===== src/rtl/muldiv_pkg.sv =====
// Shared definitions for the multiply/divide unit.
//   - op encodings as presented on the op port
//   - FSM state encodings
//   - default operand width
package muldiv_pkg;

  localparam int DEFAULT_WIDTH = 32;

  typedef enum logic [1:0] {
    OP_MULT  = 2'b00,
    OP_MULTU = 2'b01,
    OP_DIV   = 2'b10,
    OP_DIVU  = 2'b11
  } op_e;

  typedef enum logic [1:0] {
    S_IDLE  = 2'b00,
    S_RUN   = 2'b01,
    S_FIXUP = 2'b10,
    S_DONE  = 2'b11
  } state_e;

endpackage


===== src/rtl/muldiv_step.sv =====
// One combinational iteration of the multiply/divide loop on unsigned magnitudes.
// Ports:
//   acc      in   2*WIDTH  working accumulator
//                          multiply: {partial product, remaining multiplier bits}
//                          divide:   {partial remainder, remaining dividend / quotient bits}
//   operand  in   WIDTH    multiplicand (multiply) or divisor (divide)
//   is_div   in   1        select restoring-divide step instead of shift-add
//   acc_next out  2*WIDTH  accumulator after this iteration
module muldiv_step #(
  parameter int WIDTH = 32
) (
  input  logic [2*WIDTH-1:0] acc,
  input  logic [WIDTH-1:0]   operand,
  input  logic               is_div,
  output logic [2*WIDTH-1:0] acc_next
);

  logic [WIDTH:0]     sum;
  logic [WIDTH:0]     trial;
  logic               take;
  logic [2*WIDTH-1:0] mul_next;
  logic [2*WIDTH-1:0] div_next;

  always_comb begin
    // Shift-add: the carry out of the upper half becomes the new top bit after the shift.
    sum      = {1'b0, acc[2*WIDTH-1:WIDTH]} + (acc[0] ? {1'b0, operand} : {(WIDTH+1){1'b0}});
    mul_next = {sum, acc[WIDTH-1:1]};

    // Restoring divide: the shifted remainder needs WIDTH+1 bits before the compare.
    // When the subtract is taken the difference is below the divisor, so WIDTH bits suffice.
    trial    = acc[2*WIDTH-1:WIDTH-1];
    take     = (trial >= {1'b0, operand});
    div_next = take ? {trial[WIDTH-1:0] - operand, acc[WIDTH-2:0], 1'b1}
                    : {trial[WIDTH-1:0],           acc[WIDTH-2:0], 1'b0};

    acc_next = is_div ? div_next : mul_next;
  end

endmodule


===== src/rtl/muldiv_unit.sv =====
// Multi-cycle multiply/divide unit with architectural HI/LO registers.
// Operands are reduced to magnitudes at start, iterated WIDTH times through
// muldiv_step, then sign-corrected in FIXUP before landing in HI/LO.
// Ports:
//   clk      in   1      rising-edge clock
//   rst      in   1      synchronous active-high reset
//   start    in   1      begin an operation (accepted in IDLE or DONE only)
//   op       in   2      00 MULT, 01 MULTU, 10 DIV, 11 DIVU
//   rs_data  in   WIDTH  operand A (multiplicand / dividend); MTHI/MTLO source
//   rt_data  in   WIDTH  operand B (multiplier / divisor)
//   hi_we    in   1      MTHI write strobe
//   lo_we    in   1      MTLO write strobe
//   busy     out  1      operation in flight (RUN or FIXUP)
//   done     out  1      single-cycle completion pulse
//   hi       out  WIDTH  HI register (product upper half / remainder)
//   lo       out  WIDTH  LO register (product lower half / quotient)
module muldiv_unit
  import muldiv_pkg::*;
#(
  parameter int WIDTH = DEFAULT_WIDTH
) (
  input  logic             clk,
  input  logic             rst,
  input  logic             start,
  input  logic [1:0]       op,
  input  logic [WIDTH-1:0] rs_data,
  input  logic [WIDTH-1:0] rt_data,
  input  logic             hi_we,
  input  logic             lo_we,
  output logic             busy,
  output logic             done,
  output logic [WIDTH-1:0] hi,
  output logic [WIDTH-1:0] lo
);

  localparam int CW = (WIDTH > 1) ? $clog2(WIDTH) : 1;

  function automatic logic [WIDTH-1:0] cond_neg_w(input logic [WIDTH-1:0] v, input logic neg);
    return neg ? (~v + 1'b1) : v;
  endfunction

  function automatic logic [2*WIDTH-1:0] cond_neg_2w(input logic [2*WIDTH-1:0] v, input logic neg);
    return neg ? (~v + 1'b1) : v;
  endfunction

  state_e             state_q, state_d;
  logic [CW-1:0]      cnt_q, cnt_d;
  logic [WIDTH-1:0]   hi_q, hi_d;
  logic [WIDTH-1:0]   lo_q, lo_d;

  logic [2*WIDTH-1:0] acc_q, acc_d;
  logic [WIDTH-1:0]   opnd_q, opnd_d;
  logic [WIDTH-1:0]   rs_orig_q, rs_orig_d;
  logic               is_div_q, is_div_d;
  logic               neg_lo_q, neg_lo_d;   // negate product / quotient
  logic               neg_hi_q, neg_hi_d;   // remainder follows dividend sign
  logic               div0_q, div0_d;

  logic [2*WIDTH-1:0] step_acc;
  logic               can_accept;
  logic               accept;
  logic               last_iter;
  logic               op_signed;
  logic               op_div;
  logic               sa, sb;
  logic [WIDTH-1:0]   abs_a, abs_b;
  logic [2*WIDTH-1:0] prod;

  muldiv_step #(.WIDTH(WIDTH)) u_step (
    .acc      (acc_q),
    .operand  (opnd_q),
    .is_div   (is_div_q),
    .acc_next (step_acc)
  );

  assign can_accept = (state_q == S_IDLE) || (state_q == S_DONE);
  assign accept     = can_accept && start;
  assign last_iter  = (cnt_q == CW'(WIDTH-1));

  // Next-state / counter
  always_comb begin
    state_d = state_q;
    cnt_d   = cnt_q;
    case (state_q)
      S_IDLE, S_DONE: begin
        cnt_d   = '0;
        state_d = start ? S_RUN : S_IDLE;
      end
      S_RUN: begin
        if (last_iter) begin
          state_d = S_FIXUP;
          cnt_d   = '0;
        end else begin
          cnt_d = cnt_q + 1'b1;
        end
      end
      S_FIXUP: state_d = S_DONE;
      default: state_d = S_IDLE;
    endcase
  end

  // Operand capture and iteration datapath
  always_comb begin
    op_div    = (op == OP_DIV) || (op == OP_DIVU);
    op_signed = (op == OP_MULT) || (op == OP_DIV);
    sa        = op_signed && rs_data[WIDTH-1];
    sb        = op_signed && rt_data[WIDTH-1];
    abs_a     = cond_neg_w(rs_data, sa);
    abs_b     = cond_neg_w(rt_data, sb);

    acc_d     = acc_q;
    opnd_d    = opnd_q;
    rs_orig_d = rs_orig_q;
    is_div_d  = is_div_q;
    neg_lo_d  = neg_lo_q;
    neg_hi_d  = neg_hi_q;
    div0_d    = div0_q;

    if (accept) begin
      rs_orig_d = rs_data;
      is_div_d  = op_div;
      neg_lo_d  = sa ^ sb;
      neg_hi_d  = op_div && sa;
      div0_d    = op_div && (rt_data == '0);
      if (op_div) begin
        acc_d  = {{WIDTH{1'b0}}, abs_a};
        opnd_d = abs_b;
      end else begin
        acc_d  = {{WIDTH{1'b0}}, abs_b};
        opnd_d = abs_a;
      end
    end else if (state_q == S_RUN) begin
      acc_d = step_acc;
    end
  end

  // HI/LO update: FIXUP result, or MTHI/MTLO when idle and no start competes
  always_comb begin
    hi_d = hi_q;
    lo_d = lo_q;
    prod = cond_neg_2w(acc_q, neg_lo_q);
    if (state_q == S_FIXUP) begin
      if (is_div_q && div0_q) begin
        lo_d = '1;
        hi_d = rs_orig_q;
      end else if (is_div_q) begin
        lo_d = cond_neg_w(acc_q[WIDTH-1:0], neg_lo_q);
        hi_d = cond_neg_w(acc_q[2*WIDTH-1:WIDTH], neg_hi_q);
      end else begin
        hi_d = prod[2*WIDTH-1:WIDTH];
        lo_d = prod[WIDTH-1:0];
      end
    end else if (can_accept && !start) begin
      if (hi_we) hi_d = rs_data;
      if (lo_we) lo_d = rs_data;
    end
  end

  // Control and architectural registers
  always_ff @(posedge clk) begin
    if (rst) begin
      state_q <= S_IDLE;
      cnt_q   <= '0;
      hi_q    <= '0;
      lo_q    <= '0;
    end else begin
      state_q <= state_d;
      cnt_q   <= cnt_d;
      hi_q    <= hi_d;
      lo_q    <= lo_d;
    end
  end

  // Working datapath registers; only meaningful after a start, so no reset
  always_ff @(posedge clk) begin
    acc_q     <= acc_d;
    opnd_q    <= opnd_d;
    rs_orig_q <= rs_orig_d;
    is_div_q  <= is_div_d;
    neg_lo_q  <= neg_lo_d;
    neg_hi_q  <= neg_hi_d;
    div0_q    <= div0_d;
  end

  assign busy = (state_q == S_RUN) || (state_q == S_FIXUP);
  assign done = (state_q == S_DONE);
  assign hi   = hi_q;
  assign lo   = lo_q;

endmodule


===== config.mk =====
export PLATFORM = sky130hd
export DESIGN_NAME = muldiv_unit
export DESIGN_NICKNAME = d
export VERILOG_FILES = /design/src/rtl/muldiv_pkg.sv /design/src/rtl/muldiv_step.sv /design/src/rtl/muldiv_unit.sv
export SDC_FILE = /design/constraint.sdc
export NUM_CORES = 1
export LEC_CHECK = 0
export ABC_CLOCK_PERIOD_IN_PS = 3400
export CORE_UTILIZATION = 54
export DETAILED_ROUTE_END_ITERATION = 8
export PLACE_DENSITY = 0.77
export SLEW_MARGIN = 40
export SYNTH_ARGS = -nofsm -noshare
export SYNTH_HDL_FRONTEND = slang
export SYNTH_SLANG_ARGS = --single-unit

===== constraint.sdc =====
create_clock -name clk -period 3.4 [get_ports clk]
set_input_delay 0.68 -clock clk [delete_from_list [all_inputs] [get_ports clk]]
set_output_delay 0.68 -clock clk [all_outputs]
set_load 0.02 [all_outputs]

==> metrics.yaml <==
status: "finished, violations left"
violations: "setup timing"
drive_gt1_share_pct: 19.27
cp-end-kind: "register"
rsz0062_at_grt: "yes"
fin_util_pct: 71.64
setup_violations: 15
clock_path_buffers: 3
r2r_start: "acc_q[41]$_SDFFCE_PP0P_"
clk_latency_ns: 0.54
io_buffers: 136
stdcell_count: 2633
final_cell_mix: "277 x buf_4, 188 x nor2_1, 157 x a21oi_1, 139 x mux2i_1, 132 x edfxtp_1"
crit_fanout: 7
reg2reg_slack_ns: -0.06
htreeDepth: 1
p_leak_nw: 8.749
min_from: "rst"
finalHoldViolations: 0
ant_nets: 0
std_cell_rows: 63
crit_chain: "ha_4, nand4_4, or4_4, a211o_4, a31oi_4, o211ai_2, o21a_2, o21ai_4, buf_12, buf_16, mux2i_1, a21oi_1"
drt-initial-drc-count: 1679
die_w_um: 175.3
grt_pass1_wl_um: 92270
syn2layout_area_growth_pct: 30.56
r2r_cells: 12
max_slew.worst_pin.slew_ns: 0.8186
cpMaxStageDelayCell: "or4_4"
drt-pass1-iter-count: 8
routed_via_density: 6.293
fill_cells: 2287
cts.clk_slew.worst_paths_ns: 0.07
crit_arrival_ns: 3.73
crit_required_ns: 3.67
crit_type: "reg -> reg"
grt_pass1_vias: 15830
setup_slack_ns: -0.06068
grtUsageMet3_pct: 6.580
grt_busiest_layer: "met2"
gp_congestion: 1.002
min_to: "hi[31]$_SDFFE_PP0P_"
ios: 137
whs_path_depth: 2
holdCritPathClass: "in -> reg"
placed_cells: 2559
powerDensity_nw_per_um2: 1101
ys_ff_latch: 203
slew_violations: 0
netlist_area_um2: 16220
fin_crit_sh_pct: 101.8
nets: 2371
cts_sinks: 203
wirelength_um: 61270
track_usage_pct: 39.00
grt_antenna_before_repair: 5
async_flop_share_pct: 0
reg2reg_to: "acc_q[42]$_SDFFCE_PP0P_"
final.setup_skew_ns: 0.01485
use_met2_pct: 62.62
grt_max_degree: 66
max_stage_delay_ns: 0.54
worst-path-buf-inv: 2
start_util_pct: 54.87
die-area_um2: 30730
synthFlopType: "edfxtp_1"
cts_hold_buf: 0
drc: 0
clockRootBuffer: "clkbuf_16"
synth_fp_nets: 2019
detail_route.wl_per_cell_um: 23.27
ir_drop_mv: 0.9608
avgSynthCellArea_um2: 8.664
yosys_warnings: 0
dp_hpwl_um: 46450
numCtsBuffers: 24
num_vias: 16570
drv_cap: 0
synth-edff-count: 132
cts_tree: "yes"
maxClockFrequency_mhz: 289.0
ys_types: 89
ys_seq_area_share_pct: 33.20
die_y_um: 175.3
critPathLaunchType: "register"
netlist_instances: 1872
tns_ns: -0.4004
grt_use_met1_pct: 52.04
path_delay_family: "compound AO/OA/AOI/OAI gates"
relSlewSlack_pct: 45.37
fin_crit_ns: 3.461
final_common_cell: "buf_4"
overflow: 0
coreArea_um2: 29560
[synth_stat cells, types with 18 or more instances]
library cell | n | area share (%)
a211oi_1 | 94 | 4.4
nand2_1 | 120 | 2.8
edfxtp_1 | 132 | 24
or3_1 | 18 | 0.69
inv_1 | 64 | 1.5
nand3_1 | 21 | 0.65
nor3_1 | 41 | 1.3
clkbuf_1 | 83 | 1.9
o31ai_1 | 20 | 0.93
xor2_1 | 85 | 4.6
a21o_1 | 24 | 1.1
or4_1 | 18 | 0.83
a21oi_1 | 164 | 5.1
nor2_1 | 189 | 4.4
mux2i_1 | 141 | 8.7
ha_1 | 74 | 5.7
dfxtp_1 | 71 | 8.8
o21ai_0 | 98 | 3.0
nor2b_1 | 41 | 1.6
xnor2_1 | 81 | 4.4
o21ai_1 | 33 | 1.0
[layout make-up]
| type | instances | area (um2) | share of cell area [%] |
|---|---|---|---|
| clock inverters | 9 | 75.07 | 0.3545 |
| clock buffers | 35 | 715.7 | 3.380 |
| well taps | 390 | 488.0 | 2.304 |
| multi-input cells | 1499 | 10530 | 49.73 |
| flip-flops and latches | 203 | 5385 | 25.43 |
| diodes | 1 | 2.502 | 0.01182 |
| inverters | 67 | 259.0 | 1.223 |
| repair buffers | 429 | 3720 | 17.57 |
[per-layer routing]
layer | part of all wire [%] | vias to the layer above
met4 | 4.3 | 6
met2 | 46 | 862
met5 | 0.069 | -
li1 | - | 7637
met1 | 40 | 7894
met3 | 9.5 | 171
[metrics by stage]
stage	setup WS (ns)	total power [mW]	hold slack, ns	instance area (um2)
floorplan	0.02671	13.66	0.4290	16220
global placement	-0.6052	18.80	0.4416	19710
detailed placement	-0.6471	19.06	0.4652	19710
CTS	-0.04743	22.15	0.3507	20690
global route	-0.1576	24.62	0.3699	21170
finish	-0.06068	23.31	0.3561	21180
[sequential cells by signal, summed over array words and instances, names as in the netlist]
register	flops
opnd_q	32
div0_q	1
is_div_q	1
neg_hi_q	1
rs_orig_q	32
state_q	2
hi	32
neg_lo_q	1
lo	32
acc_q	64
cnt_q	5
[cells by family (layout without fill, tap and decap cells)]
family                   Yosys count  after routing  share of synthesized area (%)
buffers and inverters            170            540                          4.089
AO/OA/AOI/OAI                    557            557                          21.62
XOR/XNOR                         166            166                          8.964
AND/OR/NAND/NOR                  549            549                          16.78
multiplexers                     151            151                          9.396
flip-flops                       203            203                          33.20
adder cells (fa/ha/maj)           76             76                          5.955
other                              0              1                              0
[worst register-to-register path: cells and delay by family, from the launching register on]
| kind | cells | cell delay [ns] |
|---|---|---|
| compound gates | 6 | 1.25 |
| fa+ha+maj | 1 | 0.32 |
| buf+inv | 2 | 0.30 |
| mux | 1 | 0.25 |
| simple gates | 2 | 0.63 |
| flops | 1 | 0.45 |
[worst max-delay path by stage]
stage	slack [ns]	start	cells past startpoint	to
detailed placement	-0.65	rs_data[18]	9	acc_q[29]$_DFFE_PP_
global placement	-0.61	rs_data[18]	9	acc_q[29]$_DFFE_PP_
floorplan	0.03	acc_q[45]$_SDFFCE_PP0P_	13	acc_q[39]$_SDFFCE_PP0P_
CTS	-0.05	acc_q[40]$_SDFFCE_PP0P_	12	acc_q[37]$_SDFFCE_PP0P_
global route	-0.16	acc_q[32]$_SDFFCE_PP0P_	13	hi[24]$_SDFFE_PP0P_
finish	-0.06	acc_q[41]$_SDFFCE_PP0P_	12	acc_q[42]$_SDFFCE_PP0P_
[power by group]
group	switching, mW	internal [mW]	total (mW)
Sequential	0.886	4.09	4.98
Clock	1.10	1.54	2.64
Combinational	8.83	6.87	15.7
[what timing repair did]
action,CTS,global route
gates resized for setup,20,68
gates cloned,2,1
buffers inserted,5,21
pin swaps,20,44
setup endpoints to repair,36,41
(Power assumes the default switching activity.)
